### src/rtl/pt_axi4lite_initiator_if.sv
// AXI4-Lite link between an initiator (master modport) and a
// subordinate (slave modport). Carries the five AXI4-Lite channels only.
interface pt_axi4lite_initiator_if #(
    parameter int ADDR_W = 32,
    parameter int DATA_W = 64
);
    localparam int STRB_W = DATA_W / 8;

    logic [ADDR_W-1:0] awaddr;
    logic [2:0]        awprot;
    logic              awvalid;
    logic              awready;
    logic [DATA_W-1:0] wdata;
    logic [STRB_W-1:0] wstrb;
    logic              wvalid;
    logic              wready;
    logic [1:0]        bresp;
    logic              bvalid;
    logic              bready;
    logic [ADDR_W-1:0] araddr;
    logic [2:0]        arprot;
    logic              arvalid;
    logic              arready;
    logic [DATA_W-1:0] rdata;
    logic [1:0]        rresp;
    logic              rvalid;
    logic              rready;

    modport master (
        output awaddr, awprot, awvalid, input awready,
        output wdata, wstrb, wvalid, input wready,
        input bresp, bvalid, output bready,
        output araddr, arprot, arvalid, input arready,
        input rdata, rresp, rvalid, output rready
    );

    modport slave (
        input awaddr, awprot, awvalid, output awready,
        input wdata, wstrb, wvalid, output wready,
        output bresp, bvalid, input bready,
        input araddr, arprot, arvalid, output arready,
        output rdata, rresp, rvalid, input rready
    );
endinterface

### src/rtl/pt_axi4lite_initiator.sv
// AXI4-Lite initiator: turns single-beat valid/ready register requests into
// AXI4-Lite write/read transactions, one outstanding at a time, and returns
// status/read data on a valid/ready response port. All outputs registered.
// Optional watchdog: define PT_AXI4LITE_INITIATOR_TIMEOUT_EN to abort a stuck
// transaction after TIMEOUT_CYCLES with resp=2'b10 and to sink stray B/R beats
// while idle.
module pt_axi4lite_initiator #(
    parameter int         ADDR_W         = 32,
    parameter int         DATA_W         = 64,
    parameter logic [2:0] PROT           = 3'b000,
    parameter int         TIMEOUT_CYCLES = 1024
) (
    input  logic                 i_clk,
    input  logic                 i_rst,
    input  logic [ADDR_W-1:0]    i_req_address,
    input  logic [DATA_W-1:0]    i_req_wr_data,
    input  logic [DATA_W/8-1:0]  i_req_wr_strb,
    input  logic                 i_req_write,
    input  logic                 i_req_valid,
    output logic                 o_req_ready,
    output logic [DATA_W-1:0]    o_rsp_rd_data,
    output logic [1:0]           o_rsp_resp,
    output logic                 o_rsp_error,
    output logic                 o_rsp_write,
    output logic                 o_rsp_valid,
    input  logic                 i_rsp_ready,
    pt_axi4lite_initiator_if.master axi
);
    localparam int STRB_W = DATA_W / 8;

`ifdef PT_AXI4LITE_INITIATOR_TIMEOUT_EN
    localparam logic IDLE_SINK = 1'b1;
`else
    localparam logic IDLE_SINK = 1'b0;
    localparam int   unused_timeout_cycles = TIMEOUT_CYCLES;
`endif

    typedef enum logic [2:0] {IDLE, WR_REQ, WR_RESP, RD_REQ, RD_RESP, RESPOND} state_t;

    state_t            state;
    logic [ADDR_W-1:0] addr_q;
    logic [DATA_W-1:0] wdata_q;
    logic [STRB_W-1:0] wstrb_q;
    logic [2:0]        prot_q;
    logic              write_q;
    logic              aw_done, w_done;
    logic              awvalid_q, wvalid_q, bready_q, arvalid_q, rready_q;
`ifdef PT_AXI4LITE_INITIATOR_TIMEOUT_EN
    logic [15:0]       wd_cnt;
`endif

    // AXI sources come straight from the request registers, so they are
    // stable for as long as the matching valid is high.
    assign axi.awaddr  = addr_q;
    assign axi.araddr  = addr_q;
    assign axi.awprot  = prot_q;
    assign axi.arprot  = prot_q;
    assign axi.wdata   = wdata_q;
    assign axi.wstrb   = wstrb_q;
    assign axi.awvalid = awvalid_q;
    assign axi.wvalid  = wvalid_q;
    assign axi.bready  = bready_q;
    assign axi.arvalid = arvalid_q;
    assign axi.rready  = rready_q;

    logic aw_hs, w_hs, ar_hs;
    assign aw_hs = awvalid_q & axi.awready;
    assign w_hs  = wvalid_q  & axi.wready;
    assign ar_hs = arvalid_q & axi.arready;

    // Transaction FSM with registered outputs; each next-state decision also
    // sets the outputs that state presents.
    always_ff @(posedge i_clk or negedge i_rst) begin
        if (!i_rst) begin
            state         <= IDLE;
            addr_q        <= '0;
            wdata_q       <= '0;
            wstrb_q       <= '0;
            prot_q        <= '0;
            write_q       <= 1'b0;
            aw_done       <= 1'b0;
            w_done        <= 1'b0;
            awvalid_q     <= 1'b0;
            wvalid_q      <= 1'b0;
            bready_q      <= 1'b0;
            arvalid_q     <= 1'b0;
            rready_q      <= 1'b0;
            o_req_ready   <= 1'b0;
            o_rsp_rd_data <= '0;
            o_rsp_resp    <= '0;
            o_rsp_error   <= 1'b0;
            o_rsp_write   <= 1'b0;
            o_rsp_valid   <= 1'b0;
`ifdef PT_AXI4LITE_INITIATOR_TIMEOUT_EN
            wd_cnt        <= '0;
`endif
        end else begin
            case (state)
                IDLE: begin
                    o_req_ready <= 1'b1;
                    bready_q    <= IDLE_SINK;
                    rready_q    <= IDLE_SINK;
`ifdef PT_AXI4LITE_INITIATOR_TIMEOUT_EN
                    wd_cnt      <= '0;
`endif
                    if (i_req_valid && o_req_ready) begin
                        o_req_ready <= 1'b0;
                        bready_q    <= 1'b0;
                        rready_q    <= 1'b0;
                        addr_q      <= i_req_address;
                        wdata_q     <= i_req_wr_data;
                        wstrb_q     <= i_req_wr_strb;
                        prot_q      <= PROT;
                        write_q     <= i_req_write;
                        aw_done     <= 1'b0;
                        w_done      <= 1'b0;
`ifdef PT_AXI4LITE_INITIATOR_TIMEOUT_EN
                        wd_cnt      <= 16'd1;
`endif
                        if (i_req_write) begin
                            awvalid_q <= 1'b1;
                            wvalid_q  <= 1'b1;
                            state     <= WR_REQ;
                        end else begin
                            arvalid_q <= 1'b1;
                            state     <= RD_REQ;
                        end
                    end
                end
                WR_REQ: begin
                    if (aw_hs) begin
                        awvalid_q <= 1'b0;
                        aw_done   <= 1'b1;
                    end
                    if (w_hs) begin
                        wvalid_q <= 1'b0;
                        w_done   <= 1'b1;
                    end
                    if ((aw_done || aw_hs) && (w_done || w_hs)) begin
                        bready_q <= 1'b1;
                        state    <= WR_RESP;
                    end
                end
                WR_RESP: begin
                    if (axi.bvalid) begin
                        bready_q      <= 1'b0;
                        o_rsp_rd_data <= '0;
                        o_rsp_resp    <= axi.bresp;
                        o_rsp_error   <= |axi.bresp;
                        o_rsp_write   <= 1'b1;
                        o_rsp_valid   <= 1'b1;
                        state         <= RESPOND;
                    end
                end
                RD_REQ: begin
                    if (ar_hs) begin
                        arvalid_q <= 1'b0;
                        rready_q  <= 1'b1;
                        state     <= RD_RESP;
                    end
                end
                RD_RESP: begin
                    if (axi.rvalid) begin
                        rready_q      <= 1'b0;
                        o_rsp_rd_data <= axi.rdata;
                        o_rsp_resp    <= axi.rresp;
                        o_rsp_error   <= |axi.rresp;
                        o_rsp_write   <= 1'b0;
                        o_rsp_valid   <= 1'b1;
                        state         <= RESPOND;
                    end
                end
                RESPOND: begin
                    if (i_rsp_ready) begin
                        o_rsp_valid <= 1'b0;
                        o_req_ready <= 1'b1;
                        bready_q    <= IDLE_SINK;
                        rready_q    <= IDLE_SINK;
                        state       <= IDLE;
                    end
                end
                default: state <= IDLE;
            endcase
`ifdef PT_AXI4LITE_INITIATOR_TIMEOUT_EN
            // Watchdog overrides whatever the channel states decided: wd_cnt
            // equals cycles since acceptance, so the response appears exactly
            // TIMEOUT_CYCLES after the request handshake.
            if (state != IDLE && state != RESPOND) begin
                wd_cnt <= wd_cnt + 16'd1;
                if (wd_cnt >= 16'(TIMEOUT_CYCLES - 1)) begin
                    awvalid_q     <= 1'b0;
                    wvalid_q      <= 1'b0;
                    bready_q      <= 1'b0;
                    arvalid_q     <= 1'b0;
                    rready_q      <= 1'b0;
                    o_rsp_rd_data <= '0;
                    o_rsp_resp    <= 2'b10;
                    o_rsp_error   <= 1'b1;
                    o_rsp_write   <= write_q;
                    o_rsp_valid   <= 1'b1;
                    state         <= RESPOND;
                end
            end
`endif
        end
    end
endmodule
### src/flat_wrapper.sv
// flat-port wrapper written by rule: the top's interface ports become plain ports
module pt_axi4lite_initiator_flat 
#(
    parameter int         ADDR_W         = 32,
    parameter int         DATA_W         = 64,
    parameter logic [2:0] PROT           = 3'b000,
    parameter int         TIMEOUT_CYCLES = 1024
)
  (i_clk, i_rst, i_req_address, i_req_wr_data, i_req_wr_strb, i_req_write, i_req_valid, o_req_ready, o_rsp_rd_data, o_rsp_resp, o_rsp_error, o_rsp_write, o_rsp_valid, i_rsp_ready, axi_awaddr, axi_awprot, axi_awvalid, axi_awready, axi_wdata, axi_wstrb, axi_wvalid, axi_wready, axi_bresp, axi_bvalid, axi_bready, axi_araddr, axi_arprot, axi_arvalid, axi_arready, axi_rdata, axi_rresp, axi_rvalid, axi_rready);
  pt_axi4lite_initiator_if #(.ADDR_W(ADDR_W), .DATA_W(DATA_W)) axi_i ();
  input  logic i_clk;
  input  logic i_rst;
  input  logic [ADDR_W-1:0] i_req_address;
  input  logic [DATA_W-1:0] i_req_wr_data;
  input  logic [DATA_W/8-1:0] i_req_wr_strb;
  input  logic i_req_write;
  input  logic i_req_valid;
  output logic o_req_ready;
  output logic [DATA_W-1:0] o_rsp_rd_data;
  output logic [1:0] o_rsp_resp;
  output logic o_rsp_error;
  output logic o_rsp_write;
  output logic o_rsp_valid;
  input  logic i_rsp_ready;
  output wire logic [$bits(axi_i.awaddr)-1:0] axi_awaddr;
  output wire logic [$bits(axi_i.awprot)-1:0] axi_awprot;
  output wire logic [$bits(axi_i.awvalid)-1:0] axi_awvalid;
  input wire logic [$bits(axi_i.awready)-1:0] axi_awready;
  output wire logic [$bits(axi_i.wdata)-1:0] axi_wdata;
  output wire logic [$bits(axi_i.wstrb)-1:0] axi_wstrb;
  output wire logic [$bits(axi_i.wvalid)-1:0] axi_wvalid;
  input wire logic [$bits(axi_i.wready)-1:0] axi_wready;
  input wire logic [$bits(axi_i.bresp)-1:0] axi_bresp;
  input wire logic [$bits(axi_i.bvalid)-1:0] axi_bvalid;
  output wire logic [$bits(axi_i.bready)-1:0] axi_bready;
  output wire logic [$bits(axi_i.araddr)-1:0] axi_araddr;
  output wire logic [$bits(axi_i.arprot)-1:0] axi_arprot;
  output wire logic [$bits(axi_i.arvalid)-1:0] axi_arvalid;
  input wire logic [$bits(axi_i.arready)-1:0] axi_arready;
  input wire logic [$bits(axi_i.rdata)-1:0] axi_rdata;
  input wire logic [$bits(axi_i.rresp)-1:0] axi_rresp;
  input wire logic [$bits(axi_i.rvalid)-1:0] axi_rvalid;
  output wire logic [$bits(axi_i.rready)-1:0] axi_rready;
  assign axi_awaddr = axi_i.awaddr;
  assign axi_awprot = axi_i.awprot;
  assign axi_awvalid = axi_i.awvalid;
  assign axi_i.awready = axi_awready;
  assign axi_wdata = axi_i.wdata;
  assign axi_wstrb = axi_i.wstrb;
  assign axi_wvalid = axi_i.wvalid;
  assign axi_i.wready = axi_wready;
  assign axi_i.bresp = axi_bresp;
  assign axi_i.bvalid = axi_bvalid;
  assign axi_bready = axi_i.bready;
  assign axi_araddr = axi_i.araddr;
  assign axi_arprot = axi_i.arprot;
  assign axi_arvalid = axi_i.arvalid;
  assign axi_i.arready = axi_arready;
  assign axi_i.rdata = axi_rdata;
  assign axi_i.rresp = axi_rresp;
  assign axi_i.rvalid = axi_rvalid;
  assign axi_rready = axi_i.rready;
  pt_axi4lite_initiator #(.ADDR_W(ADDR_W), .DATA_W(DATA_W), .PROT(PROT), .TIMEOUT_CYCLES(TIMEOUT_CYCLES)) u_core (.i_clk(i_clk), .i_rst(i_rst), .i_req_address(i_req_address), .i_req_wr_data(i_req_wr_data), .i_req_wr_strb(i_req_wr_strb), .i_req_write(i_req_write), .i_req_valid(i_req_valid), .o_req_ready(o_req_ready), .o_rsp_rd_data(o_rsp_rd_data), .o_rsp_resp(o_rsp_resp), .o_rsp_error(o_rsp_error), .o_rsp_write(o_rsp_write), .o_rsp_valid(o_rsp_valid), .i_rsp_ready(i_rsp_ready), .axi(axi_i));
endmodule
### config.mk
export PLATFORM = sky130hd
export DESIGN_NAME = pt_axi4lite_initiator_flat
export DESIGN_NICKNAME = d
export VERILOG_FILES = /design/src/rtl/pt_axi4lite_initiator_if.sv /design/src/rtl/pt_axi4lite_initiator.sv /design/src/flat_wrapper.sv
export SDC_FILE = /design/constraint.sdc
export NUM_CORES = 1
export LEC_CHECK = 0
export CAP_MARGIN = 30
export CORE_AREA = 3 3 153 155
export CTS_BUF_LIST = sky130_fd_sc_hd__clkbuf_16
export DETAILED_ROUTE_END_ITERATION = 16
export DIE_AREA = 0 0 156 158
export DONT_BUFFER_PORTS = 1
export GPL_TIMING_DRIVEN = 0
export PLACE_DENSITY = 0.53
export RECOVER_POWER = 50
export SLEW_MARGIN = 20
export SYNTH_ARGS = -nofsm -noshare
export SYNTH_HDL_FRONTEND = slang
export SYNTH_SLANG_ARGS = --single-unit
### constraint.sdc
create_clock -name i_clk -period 5.51 [get_ports i_clk]
set_clock_uncertainty 0.2 [all_clocks]
set_input_delay 0.8265 -clock i_clk [delete_from_list [all_inputs] [get_ports i_clk]]
set_output_delay 0.8265 -clock i_clk [all_outputs]
set_load 0.02 [all_outputs]
# Yosys cells after proc, flatten, opt, wreduce, memory -nomap -nowiden

Cells that the tools add are included.

Bits in registers: 184
Input bits: 182
Output and inout port bits: 217
Word-level logic and storage cells: 107

Equal/unequal tests: 15
Mux-type cells: 46
Bitwise operators: 3
Reductions and logical operators: 26

Operators with widths:

| cell                                                             | number |
|---|---|
| 64-bit two-way mux                                               | 2 |
| 64-bit one-hot mux with 2 select lines                           | 1 |
| 4-bit AND reduction                                              | 6 |
| 1-bit two-way mux                                                | 21 |
| 3-bit two-way mux                                                | 6 |
| 3-bit one-hot mux with 6 select lines                            | 1 |
| 1-bit one-hot mux with 2 select lines                            | 8 |
| 2-bit by 1-bit != test with 1-bit output (second input constant) | 5 |
| 2-bit != test (second input constant)                            | 5 |
| 3-bit AND reduction                                              | 3 |
| 1-bit one-hot mux with 4 select lines                            | 2 |
| 2-bit nonzero test                                               | 4 |
| 4-bit nonzero test                                               | 2 |
| 3-bit by 2-bit == test with 1-bit output (second input constant) | 2 |
| 3-bit == test (second input constant)                            | 2 |
| 2-bit two-way mux                                                | 3 |
| 6-bit AND reduction                                              | 1 |
| 2-bit one-hot mux with 2 select lines                            | 1 |
| 2-bit AND reduction                                              | 2 |
| 2-bit OR reduction                                               | 2 |
| 1-bit AND                                                        | 3 |
| 3-bit by 1-bit == test with 1-bit output (second input constant) | 1 |
| 3-bit zero test                                                  | 1 |
| 1-bit one-hot mux with 3 select lines                            | 1 |
| other kinds (3)                                                  | 5 |

# Depth between registers and ports, before layout

Word-level depth: 5
Gate-level depth with buffers: 6
Gate-level depth less buffers: 3

# Least setup slack after synthesis

Ideal clock, no wire load.

Path type: input port to flip-flop
Start point: input port i_req_valid
End point: register u_core.wdata_q[21] (netlist: u_core.axi.wdata[21])
Library setup time: 0.128 ns
Arrival: 1.849 ns
Setup slack: 3.333 ns
Stages on the path: 5
Buffers on the path: 2
Path through: nand2_1 > nor4_4 > buf_4 > buf_4 > mux2_1

Longest elaborated chain between the ends: 2

Ends and longest elaborated chain:

| element                       | RTL line                     | RTL |
|---|---|---|
| start: declaration            | flat_wrapper.sv:17           | `input logic i_req_valid;` |
| 1-bit logical AND             | pt_axi4lite_initiator.sv:106 | `if (i_req_valid && o_req_ready) begin` |
| 2-bit AND reduction (no line) | --                           |  |
| end signal: assignment        | pt_axi4lite_initiator.sv:111 | `wdata_q <= i_req_wr_data;` |
| end: declaration              | pt_axi4lite_initiator.sv:42  | `logic [DATA_W-1:0] wdata_q;` |

No other way between the ends.
A chain may end at the register's enable or synchronous reset.

# Final worst setup path

Start point: register u_core.o_req_ready
End point: register u_core.wdata_q[53] (netlist: u_core.axi.wdata[53])

Longest elaborated chain between the ends: 2

Ends and longest elaborated chain:

| element                       | RTL line                     | RTL |
|---|---|---|
| start: declaration            | pt_axi4lite_initiator.sv:20  | `output logic o_req_ready,` |
| start signal: assignment      | pt_axi4lite_initiator.sv:88  | `o_req_ready <= 1'b0;` |
| start signal: assignment      | pt_axi4lite_initiator.sv:100 | `o_req_ready <= 1'b1;` |
| start signal: assignment      | pt_axi4lite_initiator.sv:107 | `o_req_ready <= 1'b0;` |
| 1-bit logical AND             | pt_axi4lite_initiator.sv:106 |  |
| 2-bit AND reduction (no line) | --                           |  |

No other way between the ends.

==> impl_metrics.yaml <==
synthesis:
  netlist.top_cell.by_area: "dfrtp_1"
  ys_seq_elements: 184
  async_reset_ff_share_pct: 100.0
  yosys_warnings: 0
  synth_area_um2: 7282
  ys_types: 40
  synthTopCellsByArea: "dfrtp_1 (63%), mux2_2 (9.4%), a22o_1 (7.7%)"
  netlist_instances: 492
  yosysTopAreaCellShare_pct: 63.23
  ys.flop_type: "dfrtp_1"
  avgSynthCellArea_um2: 14.80
  ys_seq_area_share_pct: 63.23
  synth_edf_count: 0
die:
  die_h_um: 158
  rows: 54
  core_um2: 21960
  fp.dieArea_um2: 24650
  die_w_um: 156
  ios: 399
  initial_utilization_pct: 33.16
timing:
  finalSetupTns_ns: 0
  report.final.slew_viol_count: 0
  finalSetupViolCount: 0
  rsz0062_at_grt: "no"
  maxSlewHeadroom_pct: 42.39
  worstMarginPinSlew_ns: 0.8642
  max_freq_mhz: 425.7
  hold_violations: 0
  fin_crit_sh_pct: 42.64
  post-route-min-period_ns: 2.349
final_layout:
  multi_input_area_um2: 2233
  final_common_cell: "dfrtp_1"
  layout_common_cells: "dfrtp_1 (184), a22o_1 (64), mux2_2 (61)"
  fin_nets: 699
  syn_to_final_growth_pct: 13.11
  register_area_um2: 4604
  fill_cells: 2092
  drive_gt1_share_pct: 29.49
  diodes: 0
drt:
  wire_per_inst_um: 22.54
  drt_iter0_drc: 227
  route.antenna.remaining_nets: 0
  finalWirelength_um: 18240
  dr_total_vias: 4176
  drc: 0
  via_per_inst: 5.162
  firstDrtPassIters: 4
cts:
  numCtsBuffers: 17
  clock_latency_ns: 0.42
  cts_tree: "done"
  cts_resized: 0
  post-cts-setup-buffers: 0
  clockRootBuffer: "clkbuf_16"
  htreeDepth: 4
  clock_sinks: 184
  path_clk_slew_ns: 0.08
  max-clock-path-buffers: 2
grt:
  grt-ovfl-total: 0
  track_usage_pct: 14.08
  grt_pass1_vias: 4599
  grt_pass1_wl_um: 26640
  antenna_found_initial: 0
  grt_max_degree: 185
setup_path:
  reg2reg_slack_ns: 3.16
  cp.required_ns: 5.60
  start_kind: "flop"
  reg2reg_depth: 5
  r2r-start: "u_core.o_req_ready$_DFFE_PN0P_"
  critPathArrivalTime_ns: 2.44
  crit_type: "flop to flop"
  timing.rr.end: "u_core.axi.wdata[53]$_DFFE_PN0P_"
  endpoint_kind: "flop"
  setup.worst_path.end: "u_core.axi.wdata[53]$_DFFE_PN0P_"
  worst-path-max-fanout: 10
  crit_start: "u_core.o_req_ready$_DFFE_PN0P_"
power:
  p_per_area_nw_per_um2: 309.0
  leakagePower_uw: 0.004234
  p_total_uw: 2545
  ir_worst_vdd_mv: 0.1970
run:
  drv_cap: 0
placement:
  globalplace.congestion: 0.7540
  place_hpwl_um: 14020
  port_buffers: 0
min_path:
  hold_class: "input port to async pin"
run_status:
  status: "complete, no violations"
[registers in the layout, indices dropped and copies added, names as in the netlist]
signal                flops
u_core.aw_done            1
u_core.axi.araddr        32
u_core.axi.arvalid        1
u_core.axi.awvalid        1
u_core.axi.bready         1
u_core.axi.rready         1
u_core.axi.wdata         64
u_core.axi.wstrb          8
u_core.axi.wvalid         1
u_core.o_req_ready        1
u_core.o_rsp_error        1
u_core.o_rsp_rd_data     64
u_core.o_rsp_resp         2
u_core.o_rsp_valid        1
u_core.o_rsp_write        1
u_core.state              3
u_core.w_done             1
[worst min-delay path by stage]
stage	end	cells after the start	slack, ns
3_3_place_gp	u_core.w_done$_DFFE_PN0P_	2	0.28
3_5_place_dp	u_core.w_done$_DFFE_PN0P_	2	0.29
4_1_cts	u_core.o_rsp_rd_data[20]$_DFFE_PN0P_	1	0.27
6_report	u_core.o_rsp_rd_data[20]$_DFFE_PN0P_	1	0.23
2_1_floorplan	u_core.w_done$_DFFE_PN0P_	2	0.27
5_1_grt	u_core.o_rsp_rd_data[21]$_DFFE_PN0P_	1	0.29
[metal layers]
| layer | track usage, % | wire (um) | part of all wire, % |
|---|---|---|---|
| met3 | 5.823 | 1922 | 11 |
| met1 | 14.87 | 6345 | 35 |
| met2 | 25.75 | 9791 | 54 |
| met4 | 4.079 | 176 | 0.97 |
| met5 | 0 | 0 | 0 |
[stage by stage]
stage,hold WS [ns],utilization (%),area [um2],std cells,setup slack (ns)
floorplan,0.2680,-,7301,497,3.333
global placement,0.2844,34.84,7651,777,2.882
detailed placement,0.2946,34.84,7651,777,2.885
CTS,0.2733,37.52,8238,809,3.029
global route,0.2858,37.51,8237,809,2.946
finish,0.2270,37.51,8237,809,3.161
[area by class of cell]
| type | instances | area share [%] |
|---|---|---|
| repair buffers | 1 | 0.3342 |
| flip-flops and latches | 184 | 55.90 |
| clock buffers | 17 | 5.165 |
| clock inverters | 14 | 1.625 |
| well taps | 280 | 4.253 |
| multi-input cells | 240 | 27.12 |
| plain buffers | 69 | 5.423 |
| inverters | 4 | 0.1823 |
[cells by family (layout without fill, tap and decap cells)]
kind of cell           Yosys count  in the layout  share of synthesized area, %
flip-flops                     184            184                         63.23
other                            1              6                       0.05150
multiplexers                   111            111                         17.15
AND/OR/NAND/NOR                 27             27                         2.285
buffers and inverters           73            105                         6.357
AO/OA/AOI/OAI                   96             96                         10.93
[power by group]
| part | total (uW) | internal (uW) | switching (uW) |
|---|---|---|---|
| Clock | 1160 | 597 | 561 |
| Sequential | 1350 | 1350 | 0 |
| Combinational | 37.4 | 7.27 | 30.1 |
[what timing repair did]
item | in CTS | in global routing
hold buffers | 1 | 0
endpoints found under the setup margin | 0 | 0
hold endpoints to repair | 184 | 0
[synthesized netlist by cell type (4+ instances only)]
library cell and instances:
dfrtp_1 184, a22o_1 64, mux2_2 61, mux2_1 49
buf_4 45, buf_2 16, nand2_1 9, clkbuf_1 8
nor2_1 5, inv_1 4
[worst max-delay path, cell delays in order (launching register included)]
cell     delay [ns]
dfrtp_1        0.56
nand2_1        0.22
nor4_4         0.40
buf_4          0.28
buf_4          0.22
mux2_1         0.34
No activity file was read; power rests on OpenSTA's default activity.
